$ cat src/rtl/cache_flush_sequencer.sv
// Batches cache-invalidate requests from several control units and runs a
// stall -> D-flush -> I-flush -> release handshake per batch, acking each served requester.
module cache_flush_sequencer #(
    parameter int NREQ    = 4,
    parameter int TIMEOUT = 64
) (
    input  logic                clk,
    input  logic                rst,
    input  logic [NREQ-1:0]     req,
    input  logic [2*NREQ-1:0]   req_tgt,
    output logic [NREQ-1:0]     ack,
    output logic                busy,
    output logic                pipe_stall,
    input  logic                pipe_idle,
    output logic                dflush_req,
    input  logic                dflush_done,
    output logic                iflush_req,
    input  logic                iflush_done,
    output logic                timeout_err,
    input  logic                err_clr
);

    typedef enum logic [2:0] {
        S_IDLE,
        S_DRAIN,
        S_FLUSH_D,
        S_FLUSH_I,
        S_RELEASE
    } state_t;

    localparam logic [7:0] TIMEOUT_CNT = 8'(TIMEOUT);

    state_t                 state_q, state_d;
    logic [NREQ-1:0]        pend_q, pend_d;
    logic [NREQ-1:0][1:0]   ptgt_q, ptgt_d;
    logic [NREQ-1:0][1:0]   tgt_norm;
    logic [NREQ-1:0]        pend_clr;
    logic [NREQ-1:0]        batch_q, batch_d;
    logic [1:0]             btgt_q, btgt_d;
    logic [1:0]             btgt_gather;
    logic [7:0]             timer_q, timer_d;
    logic                   timeout_hit;

    logic [NREQ-1:0]        ack_q, ack_d;
    logic                   busy_q, busy_d;
    logic                   stall_q, stall_d;
    logic                   dreq_q, dreq_d;
    logic                   ireq_q, ireq_d;
    logic                   err_q, err_d;

    // Per requester: bit 0 = D-cache, bit 1 = I-cache; an empty target means both.
    for (genvar gi = 0; gi < NREQ; gi++) begin : g_pend
        always_comb begin
            tgt_norm[gi] = req_tgt[2*gi +: 2];
            if (tgt_norm[gi] == 2'b00) begin
                tgt_norm[gi] = 2'b11;
            end
            pend_d[gi] = (pend_q[gi] & ~pend_clr[gi]) | req[gi];
            ptgt_d[gi] = (pend_clr[gi] ? 2'b00 : ptgt_q[gi]) |
                         (req[gi] ? tgt_norm[gi] : 2'b00);
        end
    end

    always_comb begin
        btgt_gather = 2'b00;
        for (int i = 0; i < NREQ; i++) begin
            if (pend_q[i]) begin
                btgt_gather = btgt_gather | ptgt_q[i];
            end
        end
    end

    always_comb begin
        state_d     = state_q;
        batch_d     = batch_q;
        btgt_d      = btgt_q;
        pend_clr    = '0;
        timeout_hit = 1'b0;
        case (state_q)
            S_IDLE: begin
                if (|pend_q) begin
                    batch_d  = pend_q;
                    btgt_d   = btgt_gather;
                    pend_clr = pend_q;
                    state_d  = S_DRAIN;
                end
            end
            S_DRAIN: begin
                if (pipe_idle) begin
                    state_d = btgt_q[0] ? S_FLUSH_D : S_FLUSH_I;
                end
            end
            S_FLUSH_D: begin
                // The done input is ignored on the request cycle itself.
                if ((timer_q != 8'd0) && dflush_done) begin
                    state_d = btgt_q[1] ? S_FLUSH_I : S_RELEASE;
                end else if (timer_q == TIMEOUT_CNT) begin
                    timeout_hit = 1'b1;
                    state_d     = btgt_q[1] ? S_FLUSH_I : S_RELEASE;
                end
            end
            S_FLUSH_I: begin
                if ((timer_q != 8'd0) && iflush_done) begin
                    state_d = S_RELEASE;
                end else if (timer_q == TIMEOUT_CNT) begin
                    timeout_hit = 1'b1;
                    state_d     = S_RELEASE;
                end
            end
            S_RELEASE: begin
                state_d = S_IDLE;
            end
            default: begin
                state_d = S_IDLE;
            end
        endcase
    end

    always_comb begin
        timer_d = 8'd0;
        if ((state_d == state_q) && ((state_q == S_FLUSH_D) || (state_q == S_FLUSH_I))) begin
            timer_d = (timer_q == 8'hFF) ? timer_q : timer_q + 8'd1;
        end
    end

    // Outputs are registered against the next state so they line up with the state they describe.
    always_comb begin
        ack_d   = (state_d == S_RELEASE) ? batch_d : '0;
        busy_d  = (state_d != S_IDLE) | (|pend_d);
        stall_d = (state_d == S_DRAIN) || (state_d == S_FLUSH_D) || (state_d == S_FLUSH_I);
        dreq_d  = (state_d == S_FLUSH_D) && (state_q != S_FLUSH_D);
        ireq_d  = (state_d == S_FLUSH_I) && (state_q != S_FLUSH_I);
        err_d   = timeout_hit | (err_q & ~err_clr);
    end

    always_ff @(posedge clk) begin
        if (rst) begin
            state_q <= S_IDLE;
            pend_q  <= '0;
            ptgt_q  <= '0;
            batch_q <= '0;
            btgt_q  <= 2'b00;
            timer_q <= 8'd0;
            ack_q   <= '0;
            busy_q  <= 1'b0;
            stall_q <= 1'b0;
            dreq_q  <= 1'b0;
            ireq_q  <= 1'b0;
            err_q   <= 1'b0;
        end else begin
            state_q <= state_d;
            pend_q  <= pend_d;
            ptgt_q  <= ptgt_d;
            batch_q <= batch_d;
            btgt_q  <= btgt_d;
            timer_q <= timer_d;
            ack_q   <= ack_d;
            busy_q  <= busy_d;
            stall_q <= stall_d;
            dreq_q  <= dreq_d;
            ireq_q  <= ireq_d;
            err_q   <= err_d;
        end
    end

    assign ack         = ack_q;
    assign busy        = busy_q;
    assign pipe_stall  = stall_q;
    assign dflush_req  = dreq_q;
    assign iflush_req  = ireq_q;
    assign timeout_err = err_q;

endmodule

$ cat config.mk
export PLATFORM = sky130hd
export DESIGN_NAME = cache_flush_sequencer
export DESIGN_NICKNAME = d
export VERILOG_FILES = /design/src/rtl/cache_flush_sequencer.sv
export SDC_FILE = /design/constraint.sdc
export NUM_CORES = 1
export LEC_CHECK = 0
export ABC_AREA = 1
export BUFFER_PORTS_ARGS = -buffer_cell sky130_fd_sc_hd__buf_2
export CAP_MARGIN = 20
export CORE_ASPECT_RATIO = 0.6
export CORE_MARGIN = 8
export CORE_UTILIZATION = 55
export DETAILED_ROUTE_END_ITERATION = 16
export HOLD_SLACK_MARGIN = 0.12
export PLACE_DENSITY = 0.78
export SYNTH_ARGS = -nofsm -noshare
export SYNTH_HDL_FRONTEND = slang
export SYNTH_SLANG_ARGS = --single-unit
$ cat constraint.sdc
create_clock -name clk -period 2 [get_ports clk]
set_input_delay 0.1 -clock clk [delete_from_list [all_inputs] [get_ports clk]]
set_output_delay 0.1 -clock clk [all_outputs]
set_load 0.005 [all_outputs]
==> metrics list, run 1 <==
* Cell types occupying the most area after synthesis: dfxtp_1 (44%), nand2_1 (12%), inv_1 (7.4%)
- Clock-pin slew was measured on the worst setup and hold paths at around 0.070 ns.
- The worst setup path is launched from a flop.
* FF-to-FF Start: timer_q[0]
* Leading cell type in the layout, fill and taps excluded: nand2_1
* Number of antenna violations at the first check in global routing: 0
- Die Span X: 88.2 um
- Final weighted congestion in routability-driven placement: around 0.86
* Mean number of vias per cell: 4.94
- Cells fill 70.5% of the core in the end.
- Number of DRC markers after the initial detailed-route iteration: 156
- Clock tree sinks: 38
- Clock tree root buffer cell: clkbuf_8
- Worst R2R Setup Slack: 0.32 ns
* Depth of the CTS H-tree: 2
- The worst hold path passes through 3 cells.
- Antenna violation net count after detailed routing: 0
- In this run the worst path has a maximum fanout of 8.
- Between clock sinks in the finished design, the worst skew comes to a little over 0.008 ns.
- The most critical setup path has its startpoint at timer_q[0].
- Global router's overall resource usage: 14.9%
- Area share of the leading cell type in the synthesized netlist: 44.2%
- In this run the critical register-to-register path is captured at timer_q[1].
- Worst skew pair latency: 0.29 ns
- DP Area: between 1500 and 2000 sq um
* Number of standard cells after synthesis: between 200 and 250
- For the pin with the worst max-slew slack, the measured transition is 0.338 ns.
* Part of the cycle the worst path needs: 84.0%
- In this run the tightest slew margin relative to its limit is between 70 and 80%.
- Most frequent cells in the layout: nand2_1 (56), dfxtp_1 (38), inv_1 (34)
* TritonRoute pass-1 iters: 4
- TritonCTS clock tree: built
- Dividing the synthesized area by the synthesized cell count gives 7.20 sq um.
* Final wirelength: ~3.7 mm
* Number of flip-flops and latches in the synthesized netlist: 38
* Half-perimeter wire length after placement: 2.75 mm
- Accumulated negative setup slack: 0 ns
* Relative area change from synthesis to final layout: 19.9%
- Number of top-level pins: 27
- First-pass GRT wire length: around 6 mm
- For this run, the leading register cell type out of synthesis is dfxtp_1.
- End point of the worst hold path: ptgt_q[7]
- Count of max-cap constraint violations: 0
- Entering global routing, the biggest net connects 19 pins.
- The die covers 5230 sq um.
* Synthesized Nets: 259
* Fin. max-slew vios: 0
* Endpoint type of the worst setup path: flop
* Nets@finish: between 200 and 300
- The number of different library cells used by synthesis comes to 27.
- Synth Warn #: 0
* Number of buffers inserted by port buffering: 26
- Of all flip-flops after synthesis, the portion carrying an async set or reset was 0%.
- Diode insertion count for antenna repair: 0
* Max Buffers Root-to-Sink: 2
* Vias: approximately 1,600
- Once the floorplan was initialized, standard cells occupied 58.8% of the core.
- Arrival @ worst endpoint: 1.90 ns
- The floorplan step defined a core boundary enclosing 2930 sq um.
- The tightest hold path in the finished design has a slack of 0.140 ns.
* Cell area power density: 800 nW/um^2
* Category of the critical setup timing path: reg2reg
* Wirelength per Cell: 11.5 um
- Derived from the worst setup path, the maximum achievable clock frequency is 596 MHz.
* Number of enable-type register cells in the synthesized netlist: 0
* Die Y-Extent: a little under 60 um
- The worst path in the final design needs a cycle of 1.68 ns, including I/O delays and setup.
- Overflow left after global routing: 0
- For the worst setup path, the data required time is 2.22 ns.
* Hold Path Origin: req_tgt[7]
* Number of global-route vias before repair: 1,390
- Number of standard-cell rows in the floorplan: 15
- Final setup violation count: 0
- Run status: complete, no violations
- The total count of hold-check failures in the final report came to 0.
- Cell type with the largest total area after synthesis: dfxtp_1
- After detailed routing, the number of remaining DRC violations is 0.
- The analysis attributes to cell leakage a power of 1.00 nW.
- Finished Cell Area: 2060 sq um
- In this run the worst hold path is classified as in2reg.
- Cell Area, Synth: about 1700 sq um
* R2R depth: 11
* Sequential cell area fraction in the yosys report: 44.2%
- Post-CTS Repair Setup Buffers: 0
* Worst IR drop on VDD: 536 uV
- The post-route netlist has between 10% and 20% of its cells at a drive strength greater than 1.
* Total clock buffers created by CTS: 5
* RSZ-0062 raised after global routing: false
worst max-delay path by stage:
stage               cells after the start    endpoint
CTS                                    11  timer_q[1]
global route                           12  timer_q[1]
floorplan                              10  timer_q[2]
global placement                       11  timer_q[6]
detailed placement                     11  timer_q[1]
finish                                 11  timer_q[1]
per-stage QoR:
stage	cells	total power [mW]	worst slack [ns]
6_report	321	1.65	0.321
5_1_grt	321	1.75	0.140
4_1_cts	321	1.66	0.310
3_5_place_dp	305	1.12	0.325
3_3_place_gp	305	1.11	0.380
2_1_floorplan	239	1.04	0.505
worst max-delay path: stages, from the launching register on:
cell      delay, ns
dfxtp_1        0.38
inv_1          0.06
ha_1           0.18
nand2_1        0.07
nor2_2         0.06
a21boi_0       0.22
nor2_2         0.07
nor2_2         0.13
nand2_2        0.10
nand2_2        0.08
nand3_4        0.12
nor2_1         0.13
routing by layer:
layer  global-route usage [%]  vias to the layer above  share of wire, %
li1                         -                      820                 -
met1                     21.2                      698                52
met2                     20.3                       61                37
met3                     4.84                        7               9.6
met4                     4.30                        0              0.97
met5                        0                        -                 0
state kept, by name (all words and copies together), names as in the netlist:
signal and cells:
btgt_q 2, iflush_req 1, pend_q 4, pipe_stall 1
timeout_err 1, state_q 3, ptgt_q 8, busy 1
batch_q 4, ack 4, timer_q 8, dflush_req 1
Yosys cell counts (4+ instances only):
master   instances
nand4_1          5
nand2_1         56
nor2_1          31
xor2_1           4
o21ai_0         11
a21oi_1         20
nand3_1          6
inv_1           34
nor2_2           6
inv_2            4
nand2_2          6
dfxtp_1         38
cells by family (layout without fill, tap and decap cells):
group / Yosys count / after routing / share of synthesized area [%]
xor gates and xnor gates: 4 / 4 / 2.04
buffers and inverters: 40 / 80 / 8.95
and+or+nand+nor: 117 / 117 / 30.8
AOI/OAI and AO/OA: 37 / 37 / 11.9
adders and majority gates: 2 / 2 / 1.45
muxes: 1 / 1 / 0.654
DFF: 38 / 38 / 44.2
what timing repair did:
item,4_1_cts,5_1_grt
gates resized for setup,0,0
hold buffers,8,0
endpoints found under the hold margin,10,0
area by class of cell:
cell class                      instances  area [sq um]
Clock inverter                          1          5.00
Multi-Input combinational cell        161           806
Sequential cell                        38           761
Clock buffer                            7          86.3
Tap cell                               42          52.6
Timing Repair Buffer                   34           210
Fill cell                             240           865
Inverter                               38           143
report_power, final:
group / switching (mW) / internal, mW / leakage, nW / total (mW)
combinational: 0.175 / 0.106 / 0.640 / 0.281
sequential: 0.0276 / 0.808 / 0.312 / 0.836
clock: 0.256 / 0.278 / 0.0482 / 0.534
total: 0.458 / 1.19 / 1.00 / 1.65
Power figures use the tool's default switching activity.
==> run 2, diff against run 1 <==
--- a/config.mk
+++ b/config.mk
@@ -10,10 +10,10 @@
 export CAP_MARGIN = 20
 export CORE_ASPECT_RATIO = 0.6
 export CORE_MARGIN = 8
-export CORE_UTILIZATION = 55
+export CORE_UTILIZATION = 50
 export DETAILED_ROUTE_END_ITERATION = 16
 export HOLD_SLACK_MARGIN = 0.12
-export PLACE_DENSITY = 0.78
+export PLACE_DENSITY = 0.75
 export SYNTH_ARGS = -nofsm -noshare
 export SYNTH_HDL_FRONTEND = slang
 export SYNTH_SLANG_ARGS = --single-unit
==> constraint.sdc (replaced) <==
create_clock -name clk -period 1.5 [get_ports clk]
set_input_delay 0.075 -clock clk [delete_from_list [all_inputs] [get_ports clk]]
set_output_delay 0.075 -clock clk [all_outputs]
set_load 0.005 [all_outputs]
==> metrics list, run 2 (synthesized netlist as in run 1, its figures left out) <==
- Run status: complete, but fails checks (was complete, no violations).
- Violated checks: negative setup slack
* Largest registers: ptgt_q (8), timer_q (8) (unchanged)
* Total clock buffers created by CTS: 5 (unchanged)
- Half-perimeter wire length after placement: 2.87 mm (was 2.75 mm)
- Cell area power density: 971 nW/um^2 (was 800 nW/um^2)
- The area added between synthesis and finish came to 31.0% (was 19.9%).
- The worst slew slack as a fraction of its limit is 77.1% (was 77.4%).
- The post-detailed-route count of antenna-violating nets came to 0 (unchanged).
- The worst-case clock buffer depth is 2 (unchanged).
* Final worst hold slack: 0.123 ns (was 0.140 ns)
- The detailed-route vias per instance was 4.82 (was 4.94).
- The total design power came to 2.19 mW (was 1.65 mW).
* Clock tree root buffer cell: clkbuf_8 (unchanged)
- Crit path max fanout: 8 (unchanged)
* Count of max-cap constraint violations: 0 (unchanged)
- The placement row count is 16 (was 15).
* Clock skew after layout: 0.00912 ns (was 0.00806 ns)
- Number of top-level pins: 27 (unchanged)
- Final wirelength: 4.10 mm (was 3.71 mm)
- The number of vias after detailed routing is 1,639 (was 1,586).
- Depth of the CTS H-tree: 2 (unchanged)
* Number of DRC markers after the initial detailed-route iteration: 73 (was 156)
- The y dimension of the die came to 61.4 um (was 59.3 um).
- Layout cells sized above 1: 28.8% (was 19.7%)
* Global router's overall resource usage: 15.3% (was 14.9%)
- Worst min-delay path class: in2reg (unchanged)
- The weighted congestion at the end of routability-driven global placement is 0.889 (was 0.858).
- The number of antenna violations at the first check in global routing was 0 (unchanged).
- Diode insertion count for antenna repair: 0 (unchanged)
- Arrival @ worst endpoint: 1.84 ns (was 1.90 ns)
* Worst setup startpoint: timer_q[0] (unchanged)
- The post-route cell area was 2250 sq um (was 2060 sq um).
- DP Area: 1970 sq um (was 1890 sq um)
- The global-route wire length before repair came to 6.64 mm (was 6.10 mm).
- The clock transition at the registers of the reported paths came to 0.07 ns (about the same).
- The total clock sinks came to 38 (unchanged).
* Number of global-route vias before repair: 1,456 (was 1,390)
- Final routed DRC violation total: 0 (unchanged)
- Final Hold Violating Endpoints: 0 (unchanged)
- The average wire per standard cell came to 12.0 um (was 11.5 um).
- Number of buffers inserted by port buffering: 26 (unchanged)
* Maximum number of pins on one net before global-route repair: 19 (unchanged)
- The number of nets at the end of the flow came to 315 (was 298).
* Overflow left after global routing: 0 (unchanged)
* Category of the critical setup timing path: reg2reg (unchanged)
- Filler cell count in the final layout: 286 (was 240)
- Initial core utilization: 52.4% (was 58.8%)
- Final critical-path setup slack: -0.120 ns (was 0.321 ns)
- RSZ-0062 raised after global routing: true (was false).
* Endpoint type of the worst setup path: flop (unchanged)
* Worst IR drop on VDD: 554 uV (was 536 uV)
* Leakage dissipation: 1.09 nW (was 1.00 nW)
- Fin. max-slew vios: 0 (unchanged)
- TritonRoute pass-1 iters: 4 (unchanged)
* Die Span X: 91.7 um (was 88.2 um)
- The worst-skew pair later-pin latency is 0.30 ns (was 0.29 ns).
- Category of the worst setup path launch point: flop (unchanged)
- Area of the core region: 3280 sq um (was 2930 sq um)
* Hold Path Origin: err_clr (was req_tgt[7])
- FF-to-FF Start: timer_q[0] (unchanged)
- Die footprint: 5640 sq um (was 5230 sq um)
* Transition at the pin with the smallest max-transition slack: 0.344 ns (was 0.338 ns)
* Clock period minus worst slack: 1.62 ns (was 1.68 ns)
* Multi-input combinational cell area: 867 sq um (was 806 sq um)
- Leading cell type in the layout, fill and taps excluded: nand2_1 (unchanged)
- Most frequent cells in the layout: nand2_1 (50), dfxtp_1 (36), inv_1 (32) (was nand2_1 (56), dfxtp_1 (38), inv_1 (34))
- The number of failing setup endpoints in the final timing report came to 14 (was 0).
- The area used by sequential logic in the layout was 763 sq um (was 761 sq um).
- The critical path data required time is 1.72 ns (was 2.22 ns).
* TritonCTS clock tree: built (unchanged)
* Part of the cycle the worst path needs: 108% (was 84.0%)
- The fmax is 617 MHz (was 596 MHz).
-- run 2: changes by cell type in the layout (fill, tap and decap cells not counted), sizes merged --
cell	before	now
clkbuf	7	5
clkinv	1	2
buf	26	40
dlygate4sd3	8	11
-- run 2: layer usage --
metal	share of wire (%)	wire length, um	track usage [%]
met4	1.5	61	6.59
met1	53	2160	20.7
met5	0	0	0
met3	6.3	259	5.47
met2	39	1620	21.2
-- run 2: worst paths after layout --
| path | slack (ns) | cells past startpoint | endpoint |
|---|---|---|---|
| worst min-delay path | 0.12 | 4 | timeout_err |
| worst min register to register | 0.46 | 2 | ptgt_q[3] |
| worst max register to register | -0.12 | 12 | timer_q[0] |
| worst max-delay path | -0.12 | 12 | timer_q[0] |
-- run 2: per-stage QoR --
step | worst slack, ns | setup TNS [ns] | util, % | instances
floorplan | 0.00458 | 0 | - | 239
global placement | -0.0876 | -0.771 | 60.0 | 318
detailed placement | -0.143 | -1.16 | 60.0 | 318
CTS | -0.0786 | -0.650 | 68.5 | 340
global route | -0.247 | -3.41 | 68.6 | 340
finish | -0.120 | -1.17 | 68.6 | 340
-- run 2: cell type report --
type | count | area share [%]
Timing Repair Buffer | 51 | 15.3
Sequential cell | 38 | 33.9
Multi-Input combinational cell | 161 | 38.5
Inverter | 38 | 6.33
Clock buffer | 5 | 3.05
Clock inverter | 2 | 0.444
Tap cell | 45 | 2.50
-- run 2: critical path, cell delays in order (launching register included) --
cell,delay (ns)
dfxtp_2,0.33
inv_2,0.06
ha_4,0.13
nand2_2,0.06
nor2_4,0.15
nand2_2,0.12
nand2_2,0.10
nand2_1,0.05
nand2_1,0.07
nand2_2,0.08
nor2_4,0.13
nand3_4,0.14
nor2_1,0.12
-- run 2: where the power goes --
part | internal (mW) | switching (mW)
clock network | 0.312 | 0.349
logic | 0.171 | 0.247
registers | 1.08 | 0.0327
total | 1.56 | 0.629
-- run 2: repair_timing --
| item | in CTS | in global routing |
|---|---|---|
| pin swaps | 9 | 0 |
| resized for setup | 20 | 2 |
| setup buffers | 4 | 0 |
| setup endpoints to repair | 13 | 19 |
| endpoints found under the hold margin | 10 | 0 |
| hold buffers | 11 | 0 |
